==> config.mk <==
export PLATFORM = sky130hd
export DESIGN_NAME = fwd_ctrl
export DESIGN_NICKNAME = d
export VERILOG_FILES = /design/src/rtl/fwd_pkg.sv /design/src/rtl/fwd_slot.sv /design/src/rtl/fwd_ctrl.sv
export SDC_FILE = /design/constraint.sdc
export NUM_CORES = 1
export LEC_CHECK = 0
export CORE_ASPECT_RATIO = 1.25
export CORE_MARGIN = 2
export CORE_UTILIZATION = 35
export DETAILED_ROUTE_END_ITERATION = 12
export PLACE_DENSITY_LB_ADDON = 0.05
export SETUP_SLACK_MARGIN = 0.4
export SLEW_MARGIN = 20
export SYNTH_ARGS = -nofsm -noshare
export SYNTH_HDL_FRONTEND = slang
export SYNTH_SLANG_ARGS = --single-unit
==> constraint.sdc <==
create_clock -name clk_i -period 2.05 [get_ports clk_i]
set_input_delay 0.205 -clock clk_i [delete_from_list [all_inputs] [get_ports clk_i]]
set_output_delay 0.205 -clock clk_i [all_outputs]
set_load 0.01 [all_outputs]
==> src/rtl/fwd_pkg.sv <==
// Shared types and constants for the EX-stage forwarding / load-use hazard controller.
package fwd_pkg;

  localparam int unsigned REG_W = 5;
  localparam int unsigned SEL_W = 2;
  localparam int unsigned CNT_W = 16;

  localparam logic [SEL_W-1:0] FWD_RF  = 2'b00;
  localparam logic [SEL_W-1:0] FWD_WB  = 2'b01;
  localparam logic [SEL_W-1:0] FWD_MEM = 2'b10;

  localparam logic [REG_W-1:0] REG_ZERO = 5'd0;
  localparam logic [CNT_W-1:0] CNT_MAX  = 16'hFFFF;

  typedef struct packed {
    logic [REG_W-1:0] rd;
    logic             regwrite;
    logic             memread;
  } slot_t;

  // Select for one source operand; the younger EX/MEM producer wins over MEM/WB.
  function automatic logic [SEL_W-1:0] fwd_sel(input slot_t ex_s, input slot_t mem_s,
                                               input logic [REG_W-1:0] rs);
    if (ex_s.regwrite && (ex_s.rd != REG_ZERO) && (ex_s.rd == rs)) begin
      return FWD_MEM;
    end else if (mem_s.regwrite && (mem_s.rd != REG_ZERO) && (mem_s.rd == rs)) begin
      return FWD_WB;
    end
    return FWD_RF;
  endfunction

endpackage

==> src/rtl/fwd_slot.sv <==
// One pipeline shadow slot {rd, regwrite, memread}; a bubble loads all zeros.
import fwd_pkg::*;

module fwd_slot (
  input  logic  clk_i,
  input  logic  rst_i,
  input  logic  bubble_i,
  input  slot_t d_i,
  output slot_t q_o
);

  slot_t slot_q;
  slot_t slot_d;

  always_comb begin
    slot_d = d_i;
    if (bubble_i) begin
      slot_d = '0;
    end
  end

  always_ff @(posedge clk_i or posedge rst_i) begin
    if (rst_i) begin
      slot_q <= '0;
    end else begin
      slot_q <= slot_d;
    end
  end

  assign q_o = slot_q;

endmodule

==> src/rtl/fwd_ctrl.sv <==
// Forwarding select and load-use stall generation for the EX stage, with a
// saturating stall-cycle counter.
import fwd_pkg::*;

module fwd_ctrl (
  input  logic             clk_i,
  input  logic             rst_i,
  input  logic [REG_W-1:0] id_rs1_i,
  input  logic [REG_W-1:0] id_rs2_i,
  input  logic [REG_W-1:0] id_rd_i,
  input  logic             id_regwrite_i,
  input  logic             id_memread_i,
  input  logic             flush_i,
  output logic [SEL_W-1:0] fwd_a_o,
  output logic [SEL_W-1:0] fwd_b_o,
  output logic             stall_o,
  output logic [CNT_W-1:0] stall_cnt_o
);

  slot_t            id_slot;
  slot_t            ex_q;
  slot_t            mem_q;
  slot_t            wb_q;
  logic             stall;
  logic             bubble;
  logic             wb_unused;
  logic [SEL_W-1:0] fwd_a_q, fwd_a_d;
  logic [SEL_W-1:0] fwd_b_q, fwd_b_d;
  logic [CNT_W-1:0] stall_cnt_q, stall_cnt_d;

  assign id_slot = '{rd: id_rd_i, regwrite: id_regwrite_i, memread: id_memread_i};

  // Load in EX feeding the instruction in ID; a taken branch discards ID, so no stall.
  assign stall = ex_q.memread && (ex_q.rd != REG_ZERO) && !flush_i &&
                 ((ex_q.rd == id_rs1_i) || (ex_q.rd == id_rs2_i));
  assign bubble = stall || flush_i;

  fwd_slot u_slot_ex (
    .clk_i    (clk_i),
    .rst_i    (rst_i),
    .bubble_i (bubble),
    .d_i      (id_slot),
    .q_o      (ex_q)
  );

  fwd_slot u_slot_mem (
    .clk_i    (clk_i),
    .rst_i    (rst_i),
    .bubble_i (1'b0),
    .d_i      (ex_q),
    .q_o      (mem_q)
  );

  fwd_slot u_slot_wb (
    .clk_i    (clk_i),
    .rst_i    (rst_i),
    .bubble_i (1'b0),
    .d_i      (mem_q),
    .q_o      (wb_q)
  );

  // WB is tracked for completeness; the register file write-through covers that distance.
  assign wb_unused = ^wb_q;

  always_comb begin
    fwd_a_d     = FWD_RF;
    fwd_b_d     = FWD_RF;
    stall_cnt_d = stall_cnt_q;
    if (!bubble) begin
      fwd_a_d = fwd_sel(ex_q, mem_q, id_rs1_i);
      fwd_b_d = fwd_sel(ex_q, mem_q, id_rs2_i);
    end
    if (stall && (stall_cnt_q != CNT_MAX)) begin
      stall_cnt_d = stall_cnt_q + CNT_W'(1);
    end
  end

  always_ff @(posedge clk_i or posedge rst_i) begin
    if (rst_i) begin
      fwd_a_q     <= FWD_RF;
      fwd_b_q     <= FWD_RF;
      stall_cnt_q <= '0;
    end else begin
      fwd_a_q     <= fwd_a_d;
      fwd_b_q     <= fwd_b_d;
      stall_cnt_q <= stall_cnt_d;
    end
  end

  assign fwd_a_o     = fwd_a_q;
  assign fwd_b_o     = fwd_b_q;
  assign stall_o     = stall;
  assign stall_cnt_o = stall_cnt_q;

endmodule

==> impl_metrics.json <==
{
  "fin_crit_sh_pct": 84.5,
  "grt_overflow": 0,
  "globalplace.congestion": 0.868,
  "wl_mm": 3.58,
  "ant_nets": 0,
  "ys.flop_type": "dfrtp_1",
  "grt_pass1_wl_mm": 6.00,
  "synth_most_common_cell": "dfrtp_1",
  "vias": 1237,
  "ys_ff_latch": 33,
  "worst_pin_slew_ns": 0.414,
  "die_height_um": 78.9,
  "grt_util_all_layers_pct": 15.7,
  "fp.dieArea_sq_um": 5040,
  "slew_headroom_pct": 72.4,
  "multi_input_area_sq_um": 820,
  "synth_top_area_share_pct": 52.6,
  "cp-end-kind": "flip-flop",
  "finalHoldViolCount": 0,
  "finalNetCount": 227,
  "leakagePower_nw": 1.07,
  "layout-drive-gt1-share_pct": 27.5,
  "yosysTopAreaCell": "dfrtp_1",
  "first_global_vias": 1292,
  "period_needed_ns": 1.73,
  "root_buffer": "clkbuf_8",
  "initial_utilization_pct": 36.0,
  "cts_sinks": 33,
  "synthMuxAreaShare_pct": 0.718,
  "yosysWarnings": 0,
  "ioPinCount": 41,
  "io_buffers": 40,
  "synth.yosys.seq_area_share_pct": 52.6,
  "final.setup.worst_slack_ns": 0.318,
  "drtIter0Drc": 30,
  "cts_tree": "done",
  "maxCapViolCount": 0,
  "cts_hold_buf": 0,
  "worst_setup_path_start_kind": "flip-flop",
  "core_area_sq_um": 4360,
  "synth_xor_area_share_pct": 19.5,
  "die_w_um": 63.9,
  "n_antenna_cell": 0,
  "vias_per_cell": 4.67,
  "crit_type": "flip-flop to flip-flop",
  "regArea_sq_um": 827,
  "wire_per_inst_um": 13.5,
  "fin_skew_ns": 0.00896,
  "synthTopCellsByArea": "dfrtp_1, xnor2_1, xor2_1",
  "synth-edff-count": 0,
  "drc": 0,
  "antenna_found_initial": 0,
  "required_ns": 2.22,
  "fmax_ghz": 0.577,
  "rsz0062_at_grt": "true",
  "clk_latency_ns": 0.29,
  "status": "finished clean",
  "synthAdderAreaFrac_pct": 0.797,
  "synthArstFlopShare_pct": 100,
  "dp_hpwl_mm": 2.64,
  "path_max_fanout": 3,
  "cts_buffer_depth": 2,
  "final_util_pct": 55.6,
  "syn-num-nets": 157,
  "finalSetupTns_ns": 0,
  "synth_compound_area_share_pct": 1.99,
  "synth_area_sq_um": 1570,
  "holdWs_ns": 0.328,
  "dr.pass1.iters": 4,
  "cts_made_buffers": 5,
  "pre_cts_ws_ns": -0.0247,
  "rows": 27,
  "syn_avg_cell_area_sq_um": 11.5,
  "clk_pin_slew_ns": 0.08,
  "ir_drop_mv": 0.579,
  "setup_viol": 0,
  "grt_max_degree": 34,
  "syn2layout_area_growth_pct": 54.4,
  "synthTopCellsByCount": "dfrtp_1, xnor2_1, xor2_1, nand2_1, nand3_1",
  "synth_cell_types": 26,
  "final_max_slew_viol_count": 0,
  "synth_top_family_by_area": "simple AND/OR/NAND/NOR gates",
  "syn_inst": 136,
  "arrival_ns": 1.90,
  "fill_cells": 385,
  "yosys.area_share.simple_pct": 23.6,
  "cellPowerDensity_nw_per_um2": 645,
  "ctsHtreeMaxLevel": 2,
  "hold_path.class": "primary input to async pin"
}
repair_timing:
item	4_1_cts	5_1_grt
resized for setup	13	8
endpoints found under the setup margin	22	24
pin swaps	9	13
setup buffers	10	1
metrics by stage:
stage	std cells	total power [mW]	instance area, sq um
floorplan	136	0.795	1590
global placement	246	0.892	2150
detailed placement	246	0.901	2150
CTS	264	1.58	2380
global route	265	1.63	2420
finish	265	1.56	2420
power by group:
part           switching (mW)  internal (mW)  total [mW]  leakage [nW]
Combinational          0.0922          0.130       0.222         0.571
Clock                   0.247          0.395       0.642        0.0574
Sequential             0.0232          0.675       0.699         0.445
sequential cells by signal, summed over array words and instances (netlist names):
name,flops
fwd_a_o,2
stall_cnt_o,16
u_slot_mem.q_o,6
u_slot_ex.q_o,7
fwd_b_o,2
cells by family after synthesis:
logic type	after synthesis
adders and majority gates	1
muxes	1
and+or+nand+nor	60
xor gates and xnor gates	35
AOI/OAI and AO/OA	4
DFF	33
buffers and inverters	2
path summary, 6_finish.rpt:
check	from	endpoint	slack (ns)	cells past startpoint
hold / removal	rst_i	stall_cnt_o[3]	0.33	3
min in group clk_i	u_slot_ex.q_o[1]	u_slot_mem.q_o[1]	0.40	0
hold reg to reg	u_slot_ex.q_o[1]	u_slot_mem.q_o[1]	0.40	0
setup / recovery	stall_cnt_o[0]	stall_cnt_o[1]	0.32	7
setup reg to reg	stall_cnt_o[0]	stall_cnt_o[1]	0.32	7
max in group asynchronous	rst_i	u_slot_ex.q_o[3]	1.40	3
cells in the final DEF, fill, tap and decap left out, types with 2 or more instances in the layout:
master           instances
and2_4                   6
and3_1                   3
and3_4                   3
buf_4                   23
clkbuf_8                 6
clkdlybuf4s50_1         39
dfrtp_1                 32
nand2_1                  7
nand2_4                  2
nand3_1                  7
nand4_1                  6
nor2_1                   4
nor2_4                   2
nor3_1                   6
nor4_1                   4
nor4_4                   2
o2111ai_1                2
xnor2_1                 22
xor2_1                  13
final cells by class:
type	count	area share, %
sequential	33	34.1
multi-input combinational	101	33.8
timing repair buffer	64	23.9
clock buffer	6	3.41
tap	58	3.00
clock inverter	2	1.55
inverter	1	0.155
routing by layer:
metal	vias up	part of all wire, %	global-route usage (%)
met4	0	0.81	5.00
met3	4	4.3	4.96
met2	30	54	27.5
li1	610	-	-
met1	593	41	18.0
met5	-	0	0
worst max-delay path, stage by stage, from the launching register on:
cell and delay (ns):
dfrtp_1 0.36, ha_2 0.18, and3_4 0.20, nand2_4 0.06, nor4_4 0.36, nor2_4 0.07, nand2_2 0.09, mux2_4 0.30
(Power assumes the default switching activity.)
